==> config.mk <==
export PLATFORM = sky130hd
export DESIGN_NAME = uart_rx_core
export DESIGN_NICKNAME = d
export VERILOG_FILES = /design/src/rtl/uart_rx_core.sv
export SDC_FILE = /design/constraint.sdc
export NUM_CORES = 1
export LEC_CHECK = 0
export CORE_ASPECT_RATIO = 0.9
export CORE_MARGIN = 1
export CORE_UTILIZATION = 25
export DETAILED_ROUTE_END_ITERATION = 8
export SETUP_SLACK_MARGIN = 0.3
export SLEW_MARGIN = 10
export SYNTH_ARGS = -nofsm -noshare
export SYNTH_HDL_FRONTEND = slang
export SYNTH_SLANG_ARGS = --single-unit
export TNS_END_PERCENT = 100
==> constraint.sdc <==
create_clock -name clk -period 2 [get_ports clk]
set_input_delay 0.4 -clock clk [delete_from_list [all_inputs] [get_ports clk]]
set_output_delay 0.4 -clock clk [all_outputs]
set_load 0.05 [all_outputs]
==> src/rtl/uart_rx_core.sv <==
// uart_rx_core: 8N1 UART receiver with 16x oversampling.
// Deserialises the rx line LSB first, holds one byte for the register file,
// and reports framing and overrun errors. irq pulses when a byte is loaded.
module uart_rx_core #(
    parameter int CLK_FREQ = 50_000_000,
    parameter int BAUD     = 9600,
    parameter int DIV      = CLK_FREQ / (BAUD * 16)
) (
    input  logic       clk,
    input  logic       reset,
    input  logic       rx,
    input  logic       rd_ack,
    output logic [7:0] rx_data,
    output logic       rx_valid,
    output logic       frame_err,
    output logic       overrun,
    output logic       irq
);

    localparam int            TW        = (DIV > 1) ? $clog2(DIV) : 1;
    localparam logic [TW-1:0] TICK_LAST = TW'(DIV - 1);

    typedef enum logic [1:0] {
        S_IDLE  = 2'd0,
        S_START = 2'd1,
        S_DATA  = 2'd2,
        S_STOP  = 2'd3
    } state_t;

    state_t          state_r;
    state_t          state_nxt_s;

    logic            rx_meta_r;
    logic            rxs_r;
    logic [TW-1:0]   tick_cnt_r;
    logic [3:0]      samp_cnt_r;
    logic [2:0]      bit_cnt_r;
    logic [7:0]      shift_r;
    logic            wait_high_r;

    logic [7:0]      rx_data_r;
    logic            rx_valid_r;
    logic            frame_err_r;
    logic            overrun_r;
    logic            irq_r;

    logic            tick_s;
    logic            mid_s;
    logic            load_s;
    logic            ovr_set_s;
    logic            ferr_set_s;
    logic            shift_en_s;
    logic            bit_clr_s;
    logic            bit_inc_s;

    assign tick_s = (tick_cnt_r == TICK_LAST);
    assign mid_s  = tick_s && (samp_cnt_r == 4'd7);

    assign rx_data   = rx_data_r;
    assign rx_valid  = rx_valid_r;
    assign frame_err = frame_err_r;
    assign overrun   = overrun_r;
    assign irq       = irq_r;

    // Two-flop synchroniser for the asynchronous rx line; idles high.
    always_ff @(posedge clk or negedge reset) begin
        if (!reset) begin
            rx_meta_r <= 1'b1;
            rxs_r     <= 1'b1;
        end else begin
            rx_meta_r <= rx;
            rxs_r     <= rx_meta_r;
        end
    end

    // FSM state register.
    always_ff @(posedge clk or negedge reset) begin
        if (!reset) begin
            state_r <= S_IDLE;
        end else begin
            state_r <= state_nxt_s;
        end
    end

    // FSM next-state and per-cycle control strobes.
    always_comb begin
        state_nxt_s = state_r;
        load_s      = 1'b0;
        ovr_set_s   = 1'b0;
        ferr_set_s  = 1'b0;
        shift_en_s  = 1'b0;
        bit_clr_s   = 1'b0;
        bit_inc_s   = 1'b0;
        case (state_r)
            S_IDLE: begin
                // After a framing error a still-low line is not a new start.
                if (!rxs_r && !wait_high_r) begin
                    state_nxt_s = S_START;
                end else begin
                    state_nxt_s = S_IDLE;
                end
            end
            S_START: begin
                if (mid_s) begin
                    if (rxs_r) begin
                        state_nxt_s = S_IDLE;
                    end else begin
                        state_nxt_s = S_DATA;
                        bit_clr_s   = 1'b1;
                    end
                end else begin
                    state_nxt_s = S_START;
                end
            end
            S_DATA: begin
                if (mid_s) begin
                    shift_en_s = 1'b1;
                    if (bit_cnt_r == 3'd7) begin
                        state_nxt_s = S_STOP;
                    end else begin
                        bit_inc_s = 1'b1;
                    end
                end else begin
                    state_nxt_s = S_DATA;
                end
            end
            S_STOP: begin
                if (mid_s) begin
                    // Leaving at mid-stop leaves half a bit to catch the next start edge.
                    state_nxt_s = S_IDLE;
                    if (rxs_r) begin
                        if (!rx_valid_r || rd_ack) begin
                            load_s = 1'b1;
                        end else begin
                            ovr_set_s = 1'b1;
                        end
                    end else begin
                        ferr_set_s = 1'b1;
                    end
                end else begin
                    state_nxt_s = S_STOP;
                end
            end
            default: begin
                state_nxt_s = S_IDLE;
            end
        endcase
    end

    // Oversample tick divider and sample counter; both parked at zero in IDLE
    // so sampling phase is referenced to the detected start edge.
    always_ff @(posedge clk or negedge reset) begin
        if (!reset) begin
            tick_cnt_r <= {TW{1'b0}};
            samp_cnt_r <= 4'd0;
        end else if (state_r == S_IDLE) begin
            tick_cnt_r <= {TW{1'b0}};
            samp_cnt_r <= 4'd0;
        end else if (tick_s) begin
            tick_cnt_r <= {TW{1'b0}};
            samp_cnt_r <= samp_cnt_r + 4'd1;
        end else begin
            tick_cnt_r <= tick_cnt_r + TW'(1);
            samp_cnt_r <= samp_cnt_r;
        end
    end

    // Bit index and data shift register, LSB first.
    always_ff @(posedge clk or negedge reset) begin
        if (!reset) begin
            bit_cnt_r <= 3'd0;
            shift_r   <= 8'h00;
        end else begin
            if (bit_clr_s) begin
                bit_cnt_r <= 3'd0;
            end else if (bit_inc_s) begin
                bit_cnt_r <= bit_cnt_r + 3'd1;
            end else begin
                bit_cnt_r <= bit_cnt_r;
            end
            if (shift_en_s) begin
                shift_r[bit_cnt_r] <= rxs_r;
            end else begin
                shift_r <= shift_r;
            end
        end
    end

    // Blocks start detection after a framing error until the line returns high.
    always_ff @(posedge clk or negedge reset) begin
        if (!reset) begin
            wait_high_r <= 1'b0;
        end else if (ferr_set_s) begin
            wait_high_r <= 1'b1;
        end else if (rxs_r) begin
            wait_high_r <= 1'b0;
        end else begin
            wait_high_r <= wait_high_r;
        end
    end

    // Received byte holding register, status flags and receive interrupt.
    always_ff @(posedge clk or negedge reset) begin
        if (!reset) begin
            rx_data_r   <= 8'h00;
            rx_valid_r  <= 1'b0;
            frame_err_r <= 1'b0;
            overrun_r   <= 1'b0;
            irq_r       <= 1'b0;
        end else begin
            irq_r <= load_s;
            if (load_s) begin
                rx_data_r <= shift_r;
            end else begin
                rx_data_r <= rx_data_r;
            end
            // A load in the same cycle as an ack keeps the byte valid.
            if (load_s) begin
                rx_valid_r <= 1'b1;
            end else if (rd_ack) begin
                rx_valid_r <= 1'b0;
            end else begin
                rx_valid_r <= rx_valid_r;
            end
            // A fresh error event takes priority over a coincident ack.
            if (ferr_set_s) begin
                frame_err_r <= 1'b1;
            end else if (rd_ack) begin
                frame_err_r <= 1'b0;
            end else begin
                frame_err_r <= frame_err_r;
            end
            if (ovr_set_s) begin
                overrun_r <= 1'b1;
            end else if (rd_ack) begin
                overrun_r <= 1'b0;
            end else begin
                overrun_r <= overrun_r;
            end
        end
    end

endmodule
== Yosys cells after proc, flatten, opt, wreduce, memory -nomap -nowiden ==
Cells that the tools add are included.

* Flip-flop bits (word level): 41
* Bits in latches: 0
* Bits in writable memories: 0
* Bits in read-only memories: 0
* Input bits: 4
* Output and inout bits: 12
* Logic and storage cells: 78
* Memories kept: 0

* $add $sub $neg: 3
* $mul: 0
* Divide/modulo/power cells: 0
* Order comparisons: 2
* Equality and inequality tests: 7
* Shift operators: 0
* Mux-type cells: 39
* Bitwise gates (word level): 0
* Reduce and logical (&&, ||, !) cells: 14

{| class="wikitable"
|+ Operators by type and width
! operator !! number
|-
| $mux W1 || 25
|-
| $mux W9 || 2
|-
| $reduce_bool A2 Y1 || 6
|-
| $mux W2 || 5
|-
| $add A9 B1 Y9 const B || 1
|-
| $eq A9 B9 Y1 const B || 1
|-
| $bwmux W8 || 1
|-
| $mux W4 || 2
|-
| $pmux W2 S4 || 1
|-
| $mux W3 || 2
|-
| $add A4 B1 Y4 const B || 1
|-
| $eq A2 B2 Y1 const B || 2
|-
| $eq A4 B3 Y1 const B || 1
|-
| $lt A3 B4 Y1 const B || 1
|-
| $add A3 B1 Y3 const B || 1
|-
| $demux W1 S3 || 1
|-
| $eq A3 B3 Y1 const B || 1
|-
| $ge A3 B1 Y1 const B || 1
|-
| $logic_and A1 B1 Y1 || 3
|-
| $logic_not A1 Y1 || 3
|-
| $ne A3 B3 Y1 const B || 1
|-
| $eq A2 B1 Y1 const B || 1
|-
| $logic_not A2 Y1 || 1
|-
| $logic_or A1 B1 Y1 || 1
|}

== Logic depth before layout (Yosys ltp) ==
* Word-level depth: 7
* Gate-level depth with buffers: 9
* Mapped depth without buffers: 6

== Worst setup path after synthesis ==
Ideal clock, no wire load.

* Path type: register to register
* Start point: register tick_cnt_r[0]
* End point: register shift_r[2]
* Data arrival time: 1,638 ps
* Required time: 1,875 ps
* Setup slack: 237 ps
* Stages on the path, launching flop included: 8
* Buffers on the path: 1
* Cells stage by stage: dfrtp_1 -> inv_1 -> ha_1 -> and4b_1 -> buf_2 -> nand4_1 -> nor3b_1 -> mux2_2

* Longest elaborated chain between the ends: 4

{| class="wikitable"
|+ Ends and longest elaborated chain
! element !! RTL line !! source
|-
| start, declared || 35 || <nowiki>logic [TW-1:0] tick_cnt_r;</nowiki>
|-
| start signal, assigned || 154 || <nowiki>tick_cnt_r <= {TW{1'b0}};</nowiki>
|-
| start signal, assigned || 157 || <nowiki>tick_cnt_r <= {TW{1'b0}};</nowiki>
|-
| start signal, assigned || 160 || <nowiki>tick_cnt_r <= {TW{1'b0}};</nowiki>
|-
| $eq A9 B9 Y1 || 56 || <nowiki>assign tick_s = (tick_cnt_r == TICK_LAST);</nowiki>
|-
| $logic_and A1 B1 Y1 || 57 || <nowiki>assign mid_s = tick_s && (samp_cnt_r == 4'd7);</nowiki>
|-
| $mux W1 || 116 || <nowiki>if (mid_s) begin</nowiki>
|-
| $mux W1 || 94 || <nowiki>case (state_r)</nowiki>
|-
| end signal, assigned by index || 182 || <nowiki>shift_r[bit_cnt_r] <= rxs_r;</nowiki>
|-
| end signal, assigned || 184 || <nowiki>shift_r <= shift_r;</nowiki>
|-
| end, declared || 38 || <nowiki>logic [7:0] shift_r;</nowiki>
|}

Every way passes these cells.
A chain may end at the register's enable or synchronous reset.

== Worst setup path after layout ==
* Start point: register samp_cnt_r[0]
* End point: register shift_r[2]

* Longest elaborated chain between the ends: 4

{| class="wikitable"
|+ Ends and longest elaborated chain
! element !! RTL line !! source
|-
| start, declared || 36 || <nowiki>logic [3:0] samp_cnt_r;</nowiki>
|-
| start signal, assigned || 161 || <nowiki>samp_cnt_r <= samp_cnt_r + 4'd1;</nowiki>
|-
| start signal, assigned || 164 || <nowiki>samp_cnt_r <= samp_cnt_r;</nowiki>
|-
| $eq A4 B3 Y1 || 57 ||
|-
| $logic_and A1 B1 Y1 || 57 ||
|-
| $mux W1 || 116 ||
|-
| $mux W1 || 94 ||
|}

Every way passes these cells.

==> flow_summary.ini <==
[pwr]
leakage_nw = 1.17
powerDensity_nw_per_um2 = 634
p_total_w = 0.00154
peakVddDrop_mv = 0.251

[routing]
highest_layer = met4
wl_met3_um = 147
routedWlPerCell_um = 12.1
drc = 0
met2_length_um = 1540
firstDrtPassIters = 4
num_vias = 1286
ant_nets = 0
via_per_inst = 4.42
met1_length_um = 1740
drt_iter0_drc = 80
totalWireLength_um = 3510

[logic_synthesis]
synthArstFlopShare_pct = 100
synth_edf_count = 0
synthCells = 162
ys.flop_type = dfrtp_1
synth-seq-cells = 41
synth_common_cells = dfrtp_1 (39), nor2_1 (24), mux2_2 (16)
synth_cell_types = 34
synth_top_area_cell = dfrtp_1
synth.yosys.seq_area_share_pct = 55.0
yosys_warnings = 0
yosysMostFrequentCell = dfrtp_1
synth_area_um2 = 1870
synth_fp_nets = 171
syn_area_per_cell_um2 = 11.5
synth_area_leaders = dfrtp_1 (52%), mux2_2 (9.6%), nor2_1 (4.8%), ha_1 (3.3%), dfstp_2 (2.8%)
yosys.area.top_type_share_pct = 52.2

[clock_tree]
cts_tree = built
insertion_delay_ps = 290
ctsHoldBuffers = 0
cts_sinks = 41
clkSlewWorstSetupHoldPaths_ps = 70
cts_buffer_depth = 2
h-tree-depth = 2
ctsRootBufferMaster = clkbuf_8
cts_buffers = 5

[critical_path]
path_delay_family = simple AND/OR/NAND/NOR gates
cp.buffers_inverters = 1
worst_setup_path_start_kind = register
worst_path_largest_cell_delay_ps = 390
slowest_stage = dfrtp_1
crit_type = reg -> reg
r2r_setup_slack_ps = 250
required_ps = 2180
cp-end-kind = register
crit_arrival_ps = 1930
crit_chain = ha_1, and3b_2, nand4_1, buf_6, nor3b_2, mux2_4
cp_max_fo = 8

[flow_run]
drv_cap = 0

[cells_and_area]
fin_nets = 206
n_fill_cell = 707
n_antenna_cell = 0
drive_gt1_share_pct = 32.3
area_growth_syn_to_layout_pct = 30.2
final_area_um2 = 2440

[sta]
clock-skew-final_ps = 2.85
tns_ps = 0
timing.final.ws_setup_ps = 247
tightest_slew_ps = 518
rsz0062_at_grt = yes
report.final.slew_viol_count = 0
setup_viol = 0
relSlewSlack_pct = 65.5
max_freq_ghz = 0.571
finalCriticalPeriod_ps = 1750
finalCritPeriodShare_pct = 87.6
hold_viol = 0

[floorplan]
io_pins = 16
row_count = 29
start_util_pct = 26.2
die_w_um = 93.2
die_height_um = 84.1
die-area_um2 = 7830
core_um2 = 7150

[place]
gp_congestion = 0.730
port_buffers = 15
pre_cts_slack_ps = 134
place_area_um2 = 2160
post-dp-hpwl_um = 2250

[grt]
antenna_found_initial = 0
grt_max_degree = 42
first_global_vias = 1293
grt.total_usage_pct = 10.1
grt_pass1_wl_um = 6140
grt_overflow = 0

[worst_hold_path]
hp-class = in -> async

[status]
status = finished, final reports clean
-- stage by stage --
step                      std cells  utilization [%]  hold slack (ps)
final                           291             34.1              154
after global routing            291             34.1              202
after CTS                       284             32.7              181
after detailed placement        268             30.2              349
after global placement          268             30.2              346
after floorplan                 162                -              104
-- cells by family (layout without fill, tap and decap cells) --
group | Yosys count | count (layout) | synth area share, %
AOI/OAI and AO/OA | 7 | 7 | 2.81
xor gates and xnor gates | 11 | 11 | 5.15
and+or+nand+nor | 65 | 65 | 19.3
buffers and inverters | 14 | 50 | 3.14
adders and majority gates | 5 | 5 | 3.34
DFF | 41 | 41 | 55.0
muxes | 19 | 19 | 11.2
-- sequential cells by signal, summed over array words and instances, names as in the netlist --
register     cells
rx_data          8
rxs_r            1
bit_cnt_r        3
samp_cnt_r       4
wait_high_r      1
state_r          2
irq              1
rx_meta_r        1
shift_r          8
rx_valid         1
overrun          1
tick_cnt_r       9
frame_err        1
-- final timing paths --
| path | end | depth (start not counted) | start |
|---|---|---|---|
| setup / recovery | shift_r[2]$_DFFE_PN0P_ | 6 | samp_cnt_r[0]$_DFFE_PN0P_ |
| hold / removal | rx_valid$_DFFE_PN0P_ | 2 | reset |
| setup reg to reg | shift_r[2]$_DFFE_PN0P_ | 6 | samp_cnt_r[0]$_DFFE_PN0P_ |
| hold reg to reg | rxs_r$_DFF_PN1_ | 0 | rx_meta_r$_DFF_PN1_ |
| max in group asynchronous | rx_meta_r$_DFF_PN1_ | 2 | reset |
| min in group clk | rxs_r$_DFF_PN1_ | 0 | rx_meta_r$_DFF_PN1_ |
-- cell usage in the layout (no fill, tap or decap), drive strengths merged, types with 2 or more instances in the layout --
cell type      netlist  final
clkdlybuf4s50        0      2
mux2                16     16
and3b                2      2
nand3                6      6
nand3b               2      2
and4                 3      3
nor3                 5      5
a21oi                2      2
nand2               10     10
nor2                24     24
ha                   5      5
dfrtp               39     39
nand4                4      4
dlygate4sd2          0     12
clkbuf               5      7
nor3b                4      4
inv                  5      5
mux2i                3      3
dfstp                2      2
xnor2                6      6
xor2                 5      5
buf                  4     23
-- report_power, final --
| part | internal, W | switching [W] |
|---|---|---|
| clock | 0.000407 | 0.000275 |
| sequential | 0.000832 | 0.00000110 |
| combinational | 0.00000753 | 0.0000221 |
| total | 0.00125 | 0.000298 |
-- what timing repair did --
item	CTS	global route
setup endpoints to repair	39	31
resized for setup	18	10
pin swaps	6	6
buffers inserted	8	7
gates cloned	0	0
-- layout make-up --
class | count | area, um2 | area share [%]
Timing Repair Buffer | 37 | 299 | 12.3
Clock buffer | 7 | 86.3 | 3.54
Clock inverter | 1 | 30.0 | 1.23
Sequential cell | 41 | 1030 | 42.3
Multi-Input combinational cell | 107 | 856 | 35.1
Inverter | 5 | 18.8 | 0.770
Tap cell | 93 | 116 | 4.78
-- layer usage --
metal / vias to the layer above / GRT usage (%)
met5: - / 0
met4: 0 / 5.03
met3: 6 / 3.37
met2: 22 / 14.6
met1: 635 / 13.5
li1: 623 / -
Note: power is estimated with default switching activity, not from simulation.
